[src/rtl/red_pitaya_pid_pkg.sv]
// Shared definitions for the PID coefficient sequencer.
// Contents: the FSM state encoding and the default widths and counts
// used by red_pitaya_pid_ctrl and red_pitaya_pid_ramp_ch.
package red_pitaya_pid_pkg;

  typedef enum logic [1:0] {
    ST_IDLE = 2'd0,
    ST_RST  = 2'd1,
    ST_RAMP = 2'd2,
    ST_DONE = 2'd3
  } pid_state_e;

  localparam int DW_DEF  = 14;
  localparam int TW_DEF  = 16;
  localparam int IRC_DEF = 4;

endpackage

[src/rtl/red_pitaya_pid_ramp_ch.sv]
// One coefficient channel. It holds a target and an output register, and
// moves the output one LSB toward the target on each step pulse.
// Ports:
//   clk_i, rstn_i : clock, async active-low reset
//   load_i        : latch tgt_i as the new target (output is left alone)
//   tgt_i         : target value, two's complement
//   step_i        : move output one LSB toward the target
//   val_o         : registered output value
//   eq_o          : output currently equals target
module red_pitaya_pid_ramp_ch #(
  parameter int DW = 14
) (
  input  logic          clk_i,
  input  logic          rstn_i,
  input  logic          load_i,
  input  logic [DW-1:0] tgt_i,
  input  logic          step_i,
  output logic [DW-1:0] val_o,
  output logic          eq_o
);

  logic [DW-1:0] tgt_q;

  assign eq_o = (val_o == tgt_q);

  // Stepping only while unequal keeps the output inside the target's range,
  // so it can never pass the target or wrap at the signed extremes.
  always_ff @(posedge clk_i or negedge rstn_i) begin
    if (!rstn_i) begin
      tgt_q <= '0;
      val_o <= '0;
    end else begin
      if (load_i)
        tgt_q <= tgt_i;
      if (step_i && !eq_o) begin
        if ($signed(val_o) < $signed(tgt_q))
          val_o <= val_o + DW'(1);
        else
          val_o <= val_o - DW'(1);
      end
    end
  end

endmodule

[src/rtl/red_pitaya_pid_ctrl.sv]
// Sequencer for the PID coefficients (set point, Kp, Ki, Kd). A load
// latches new targets, optionally holds the integrator in reset, and then
// ramps each output one LSB per period until all four outputs match.
// Ports:
//   clk_i, rstn_i                     : clock, async active-low reset
//   cfg_sp_i/kp_i/ki_i/kd_i           : target values
//   cfg_stp_i                         : ramp period minus one
//   cfg_irq_i                         : clear integrator with this load
//   cfg_load_i                        : single-cycle load strobe
//   abort_i                           : freeze outputs, return to idle
//   set_sp_o/kp_o/ki_o/kd_o           : registered coefficient outputs
//   int_rst_o, busy_o, done_o         : integrator reset and status
//
// state | meaning
// IDLE  | outputs hold, waiting for a load
// RST   | int_rst_o asserted for IRC cycles, outputs hold
// RAMP  | outputs step toward targets every cfg_stp+1 cycles
// DONE  | one-cycle done_o pulse, then back to IDLE
module red_pitaya_pid_ctrl
  import red_pitaya_pid_pkg::*;
#(
  parameter int DW  = DW_DEF,
  parameter int TW  = TW_DEF,
  parameter int IRC = IRC_DEF
) (
  input  logic          clk_i,
  input  logic          rstn_i,
  input  logic [DW-1:0] cfg_sp_i,
  input  logic [DW-1:0] cfg_kp_i,
  input  logic [DW-1:0] cfg_ki_i,
  input  logic [DW-1:0] cfg_kd_i,
  input  logic [TW-1:0] cfg_stp_i,
  input  logic          cfg_irq_i,
  input  logic          cfg_load_i,
  input  logic          abort_i,
  output logic [DW-1:0] set_sp_o,
  output logic [DW-1:0] set_kp_o,
  output logic [DW-1:0] set_ki_o,
  output logic [DW-1:0] set_kd_o,
  output logic          int_rst_o,
  output logic          busy_o,
  output logic          done_o
);

  localparam int RCW = (IRC > 1) ? $clog2(IRC) : 1;

  pid_state_e    state_q, state_d;
  logic [TW-1:0] stp_q;
  logic [TW-1:0] per_cnt_q;
  logic [RCW-1:0] rst_cnt_q;
  logic [3:0]    eq;
  logic          all_eq;
  logic          load_acc;
  logic          tick;

  assign all_eq   = &eq;
  assign load_acc = cfg_load_i && !abort_i;
  // No step on a load or abort cycle: a new load restarts the period,
  // and an abort freezes outputs at their current values.
  assign tick     = (state_q == ST_RAMP) && !abort_i && !cfg_load_i &&
                    !all_eq && (per_cnt_q == '0);

  always_comb begin
    state_d = state_q;
    if (abort_i)
      state_d = ST_IDLE;
    else if (cfg_load_i)
      state_d = cfg_irq_i ? ST_RST : ST_RAMP;
    else begin
      case (state_q)
        ST_RST:  if (rst_cnt_q == '0) state_d = ST_RAMP;
        ST_RAMP: if (all_eq) state_d = ST_DONE;
        ST_DONE: state_d = ST_IDLE;
        default: state_d = state_q;
      endcase
    end
  end

  // Status outputs are registered from the next state so they line up
  // with the state register.
  always_ff @(posedge clk_i or negedge rstn_i) begin
    if (!rstn_i) begin
      state_q   <= ST_IDLE;
      stp_q     <= '0;
      per_cnt_q <= '0;
      rst_cnt_q <= '0;
      int_rst_o <= 1'b0;
      busy_o    <= 1'b0;
      done_o    <= 1'b0;
    end else begin
      state_q   <= state_d;
      int_rst_o <= (state_d == ST_RST);
      busy_o    <= (state_d == ST_RST) || (state_d == ST_RAMP);
      done_o    <= (state_d == ST_DONE);
      if (abort_i) begin
        per_cnt_q <= per_cnt_q;
      end else if (cfg_load_i) begin
        stp_q     <= cfg_stp_i;
        per_cnt_q <= cfg_stp_i;
        rst_cnt_q <= RCW'(IRC - 1);
      end else begin
        case (state_q)
          ST_RST: begin
            if (rst_cnt_q == '0)
              per_cnt_q <= stp_q;
            else
              rst_cnt_q <= rst_cnt_q - RCW'(1);
          end
          ST_RAMP: begin
            if (per_cnt_q == '0)
              per_cnt_q <= stp_q;
            else
              per_cnt_q <= per_cnt_q - TW'(1);
          end
          default: per_cnt_q <= per_cnt_q;
        endcase
      end
    end
  end

  red_pitaya_pid_ramp_ch #(.DW(DW)) u_ch_sp (
    .clk_i(clk_i), .rstn_i(rstn_i), .load_i(load_acc), .tgt_i(cfg_sp_i),
    .step_i(tick), .val_o(set_sp_o), .eq_o(eq[0])
  );

  red_pitaya_pid_ramp_ch #(.DW(DW)) u_ch_kp (
    .clk_i(clk_i), .rstn_i(rstn_i), .load_i(load_acc), .tgt_i(cfg_kp_i),
    .step_i(tick), .val_o(set_kp_o), .eq_o(eq[1])
  );

  red_pitaya_pid_ramp_ch #(.DW(DW)) u_ch_ki (
    .clk_i(clk_i), .rstn_i(rstn_i), .load_i(load_acc), .tgt_i(cfg_ki_i),
    .step_i(tick), .val_o(set_ki_o), .eq_o(eq[2])
  );

  red_pitaya_pid_ramp_ch #(.DW(DW)) u_ch_kd (
    .clk_i(clk_i), .rstn_i(rstn_i), .load_i(load_acc), .tgt_i(cfg_kd_i),
    .step_i(tick), .val_o(set_kd_o), .eq_o(eq[3])
  );

endmodule

[config.mk]
export PLATFORM = sky130hd
export DESIGN_NAME = red_pitaya_pid_ctrl
export DESIGN_NICKNAME = d
export VERILOG_FILES = /design/src/rtl/red_pitaya_pid_pkg.sv /design/src/rtl/red_pitaya_pid_ramp_ch.sv /design/src/rtl/red_pitaya_pid_ctrl.sv
export SDC_FILE = /design/constraint.sdc
export NUM_CORES = 1
export LEC_CHECK = 0
export ABC_AREA = 1
export CELL_PAD_IN_SITES_DETAIL_PLACEMENT = 0
export CELL_PAD_IN_SITES_GLOBAL_PLACEMENT = 1
export CORE_MARGIN = 3
export CORE_UTILIZATION = 35
export DETAILED_ROUTE_END_ITERATION = 8
export PLACE_DENSITY = 0.76
export RECOVER_POWER = 25
export SYNTH_ARGS = -nofsm -noshare
export SYNTH_HDL_FRONTEND = slang
export SYNTH_SLANG_ARGS = --single-unit
[constraint.sdc]
create_clock -name clk_i -period 4.5 [get_ports clk_i]
set_input_delay 0.675 -clock clk_i [delete_from_list [all_inputs] [get_ports clk_i]]
set_output_delay 0.675 -clock clk_i [all_outputs]
set_load 0.05 [all_outputs]
==> reports/results.txt <==
IR analysis of the VDD net gives a maximum drop of 0.000225 V. The tools report the number of placed I/O pins as 136. Data on the critical path is required at its endpoint by 4.81 ns. Die width: 183 um. The tools report the via count of the first global-routing pass as 9,953. In this design, the critical path's most frequently occurring cell is sky130_fd_sc_hd__nand2_1. The slowest stage of the critical path belongs to the cell sky130_fd_sc_hd__dfrtp_1. TritonCTS built the clock tree. The worst hold path cell count was 2; the via count normalized by instance count was 4.84.

The tools report the clock latency at the later pin of the worst-skew pair as 0.43 ns. The tools report the final number of setup-violating endpoints as 0. The startpoint identified for the worst hold timing path is stp_q[13].

After global routing, the most crowded layer is met2. The effective utilization at floorplan was 0.357; the fraction of layout cells with a size suffix above 1 was 0.0655. For the sequential cell area fraction in the yosys report, the log shows 0.343. The number of failing hold endpoints at the final stage is 0, and the estimated wirelength of the detail-placed design is 23,200 um. The clock root buffer was sky130_fd_sc_hd__clkbuf_16.

The max capacitance violation total is 1, and the number of nets in the synthesized netlist is 1,750. Detailed routing inserted a total of 10,400 vias. After floorplanning, the core was sized to cover 30,800 um2. Met1 capacity usage during global routing: 0.252. The remaining number of nets flagged by the antenna check after routing is 0. The placement row count came out at 64.

The worst path needs 3.27 ns of the cycle, external delays included. The logs give 0 for the count of unresolved DRC violations after routing and 2,105 for the cell count after placement. For the pin with the worst max-slew slack, the measured transition is 2.63 ns.

Based on the critical path, the design can be clocked at up to 306 MHz. The worst hold path terminates at stp_q[13]. The fraction of registers with async set/reset is 1.00, and the final clock period utilization by the worst path is 0.726. The library cell used most frequently in the layout, excluding fill and tap cells, is sky130_fd_sc_hd__nand2_1.

For this run the aggregate overflow at the end of global routing stands at 0. The share of the core filled with cells is 0.431, and the final weighted congestion in routability-driven placement is 0.851. The cell area power density is 300 nW/um2.

The clock drives 151 sinks. Traced cell by cell, the critical path runs through ha_1 > nand2_1 > nor2_2 > nand2_1 > nor4_1 > nand4_1 > nand2_1 > nor2_2 > buf_4 > inv_1 > a21oi_1 > o21ai_0 > o21ai_0. The data arrival time of the critical path came out at 3.57 ns. Setup total negative slack on the finished layout was measured at 0 ns. Before antenna repair, the detailed router went through 5 iterations. The worst register-to-register path begins at u_ch_sp.val_o[5].

The run gives 1,870 as the layout net count. The average wire length per cell after detail routing was 14.7 um; the CTS clock-pin slew for the worst setup and hold paths was 0.07 ns. The flow ran to the end, but the final reports show violations. The terminus of the critical flop-to-flop path is u_ch_ki.val_o[2]. The kind of end point of the critical path was a flip-flop. The tools report the initial antenna violation count as 0.

In this run the cell area of the synthesized design comes to 11,000 um2. The family with the most delay on the worst path was simple AND/OR/NAND/NOR gates. The number of setup buffers added after CTS is 0. The synthesized area divided by synthesized cell count was 6.85 um2. The first global-routing pass estimated 52,000 um of wire. The worst register-to-register path has a setup slack of 1.23 ns. Of all nets on the critical path, the largest fanout is 17. After the first detailed-routing iteration, the DRC count stood at 703. Summed over all cells, the static leakage comes to 6.81 nW.

The library cells used most frequently in the layout, excluding fill and tap cells, are sky130_fd_sc_hd__nand2_1, sky130_fd_sc_hd__inv_1, sky130_fd_sc_hd__dfrtp_1. Global-route total usage across every layer: 0.190. The tools report the number of buffers inserted for hold repair after clock tree synthesis as 0. The met2 demand-to-capacity share in global routing was 0.320; the number of flops mapped to enable cells by yosys was 0. Type of the worst setup path: flip-flop to flip-flop. The tools report the maximum number of pins on one net before global-route repair as 97.

Count of unique library cells instantiated by Yosys: 42. The number of buffers created by CTS is 17. The count of final max-slew check failures was 97. The most used flip-flop cell after synthesis is sky130_fd_sc_hd__dfrtp_1. Source of the critical timing path: u_ch_sp.val_o[5].

Overall power consumption after layout is estimated at 3.98 mW. For this run, the number of standard cells in the final layout without fillers is 2,137. From synthesis to final layout, the design area changed by 20.6%. The worst reg2reg path depth came out at 13. For the post-CTS resize count, the log shows 0.

The tools report the maximum clock skew at final layout as 0.0129 ns. Counting both buffers and inverters, the worst setup path holds a total of 2. The overall die area was 33,600 um2; the die boundary height was 183 um.

The worst min-delay path category is flip-flop to flip-flop. The Yosys step of the flow raised 0 warnings. The antenna diode count is 0. Critical path startpoint category: a flip-flop. Synthesis produced 1,608 cells. The total of buffers placed on input and output ports is 135, and the longest individual stage delay on the worst path is 0.51 ns. Setup repair after global routing left no endpoint under its margin.

The maximum count of clock buffers along a single path was 2; the total of flip-flops plus latches after synthesis was 151. The met3 track demand over resource came out at 0.0278. Wires add up to 31,400 um.

The tightest slew margin relative to the limit is -0.751. The H-tree was split into 4 levels. The critical path crosses 13 cells after its start point.

The final reports fail on capacitance limit, slew limit.
[how the worst max path moves through the flow]
| stage | to |
|---|---|
| after global routing | u_ch_kp.val_o[8] |
| after floorplan | u_ch_ki.val_o[8] |
| final | u_ch_ki.val_o[2] |
| after detailed placement | u_ch_ki.val_o[2] |
| after global placement | u_ch_ki.val_o[2] |
| after CTS | u_ch_ki.val_o[2] |
[report_power, final]
group          switching, mW  internal [mW]  total [mW]
combinational          0.642          0.371        1.01
clock                  0.675          0.764        1.44
sequential            0.0556           1.48        1.53
[per-layer routing]
| layer | vias up | routed length, um |
|---|---|---|
| li1 | 5401 | - |
| met1 | 4738 | 14800 |
| met2 | 181 | 15000 |
| met3 | 30 | 1030 |
| met4 | 0 | 674 |
| met5 | - | 0 |
[flip-flops by register name, indices dropped and copies added, names as in the netlist]
signal and flops:
u_ch_kp.val_o 14, busy_o 1, u_ch_kd.tgt_q 14, u_ch_sp.val_o 14, u_ch_sp.tgt_q 14, u_ch_kd.val_o 14, u_ch_ki.tgt_q 14, int_rst_o 1
u_ch_ki.val_o 14, u_ch_kp.tgt_q 14, state_q 2, done_o 1, stp_q 16, per_cnt_q 16, rst_cnt_q 2
[synthesized netlist by cell type, types with 4 or more instances]
| cell type | instances | area (um2) |
|---|---|---|
| sky130_fd_sc_hd__xor2_1 | 23 | 201 |
| sky130_fd_sc_hd__nor2_2 | 10 | 62.6 |
| sky130_fd_sc_hd__nand4_1 | 8 | 50.1 |
| sky130_fd_sc_hd__o41ai_1 | 35 | 307 |
| sky130_fd_sc_hd__nand2_1 | 482 | 1810 |
| sky130_fd_sc_hd__nand2_2 | 23 | 144 |
| sky130_fd_sc_hd__clkbuf_1 | 23 | 86.3 |
| sky130_fd_sc_hd__a21oi_1 | 95 | 475 |
| sky130_fd_sc_hd__nand3b_1 | 8 | 60.1 |
| sky130_fd_sc_hd__o211ai_1 | 7 | 52.6 |
| sky130_fd_sc_hd__buf_2 | 10 | 50.1 |
| sky130_fd_sc_hd__o21ai_0 | 60 | 300 |
| sky130_fd_sc_hd__inv_2 | 5 | 18.8 |
| sky130_fd_sc_hd__nand3_1 | 129 | 646 |
| sky130_fd_sc_hd__dfrtp_1 | 151 | 3780 |
| sky130_fd_sc_hd__ha_1 | 65 | 813 |
| sky130_fd_sc_hd__nand3_2 | 6 | 60.1 |
| sky130_fd_sc_hd__inv_1 | 253 | 950 |
| sky130_fd_sc_hd__buf_6 | 4 | 45.0 |
| sky130_fd_sc_hd__o21ai_1 | 13 | 65.1 |
| sky130_fd_sc_hd__buf_4 | 7 | 52.6 |
| sky130_fd_sc_hd__o22ai_1 | 7 | 43.8 |
| sky130_fd_sc_hd__mux2_2 | 17 | 191 |
| sky130_fd_sc_hd__nor2_1 | 139 | 522 |
[stage by stage]
step                      worst slack (ns)  hold slack (ns)  instance area [um2]
after floorplan                       1.60            0.379                11000
after global placement                1.03            0.456                12700
after detailed placement              1.05            0.461                12700
after CTS                             1.02            0.395                13300
after global routing                 0.765            0.510                13300
final                                 1.23            0.479                13300
[final cells by class]
cell class | count | area, um2
Inverter | 259 | 972
Clock inverter | 13 | 124
Timing Repair Buffer | 146 | 1430
Multi-Input combinational cell | 1153 | 6030
Tap cell | 396 | 495
Fill cell | 3214 | 17500
Clock buffer | 19 | 453
Sequential cell | 151 | 3780
[worst register-to-register path, delay by kind of cell (launching register included)]
| family | cells | cell delay (ns) |
|---|---|---|
| and+or+nand+nor | 7 | 1.48 |
| buffers and inverters | 2 | 0.52 |
| DFF | 1 | 0.51 |
| adders and majority gates | 1 | 0.36 |
| AOI/OAI and AO/OA | 3 | 0.28 |
[cells by family (layout without fill, tap and decap cells)]
logic type      count (synthesis)  after routing  share of synthesized area
flops                         151            151                      0.343
fa+ha+maj                      65             65                     0.0738
compound gates                232            232                      0.126
mux                            17             17                     0.0174
simple gates                  815            815                      0.311
buf+inv                       304            437                      0.110
xor+xnor                       24             24                     0.0191
(Power assumes the default switching activity.)
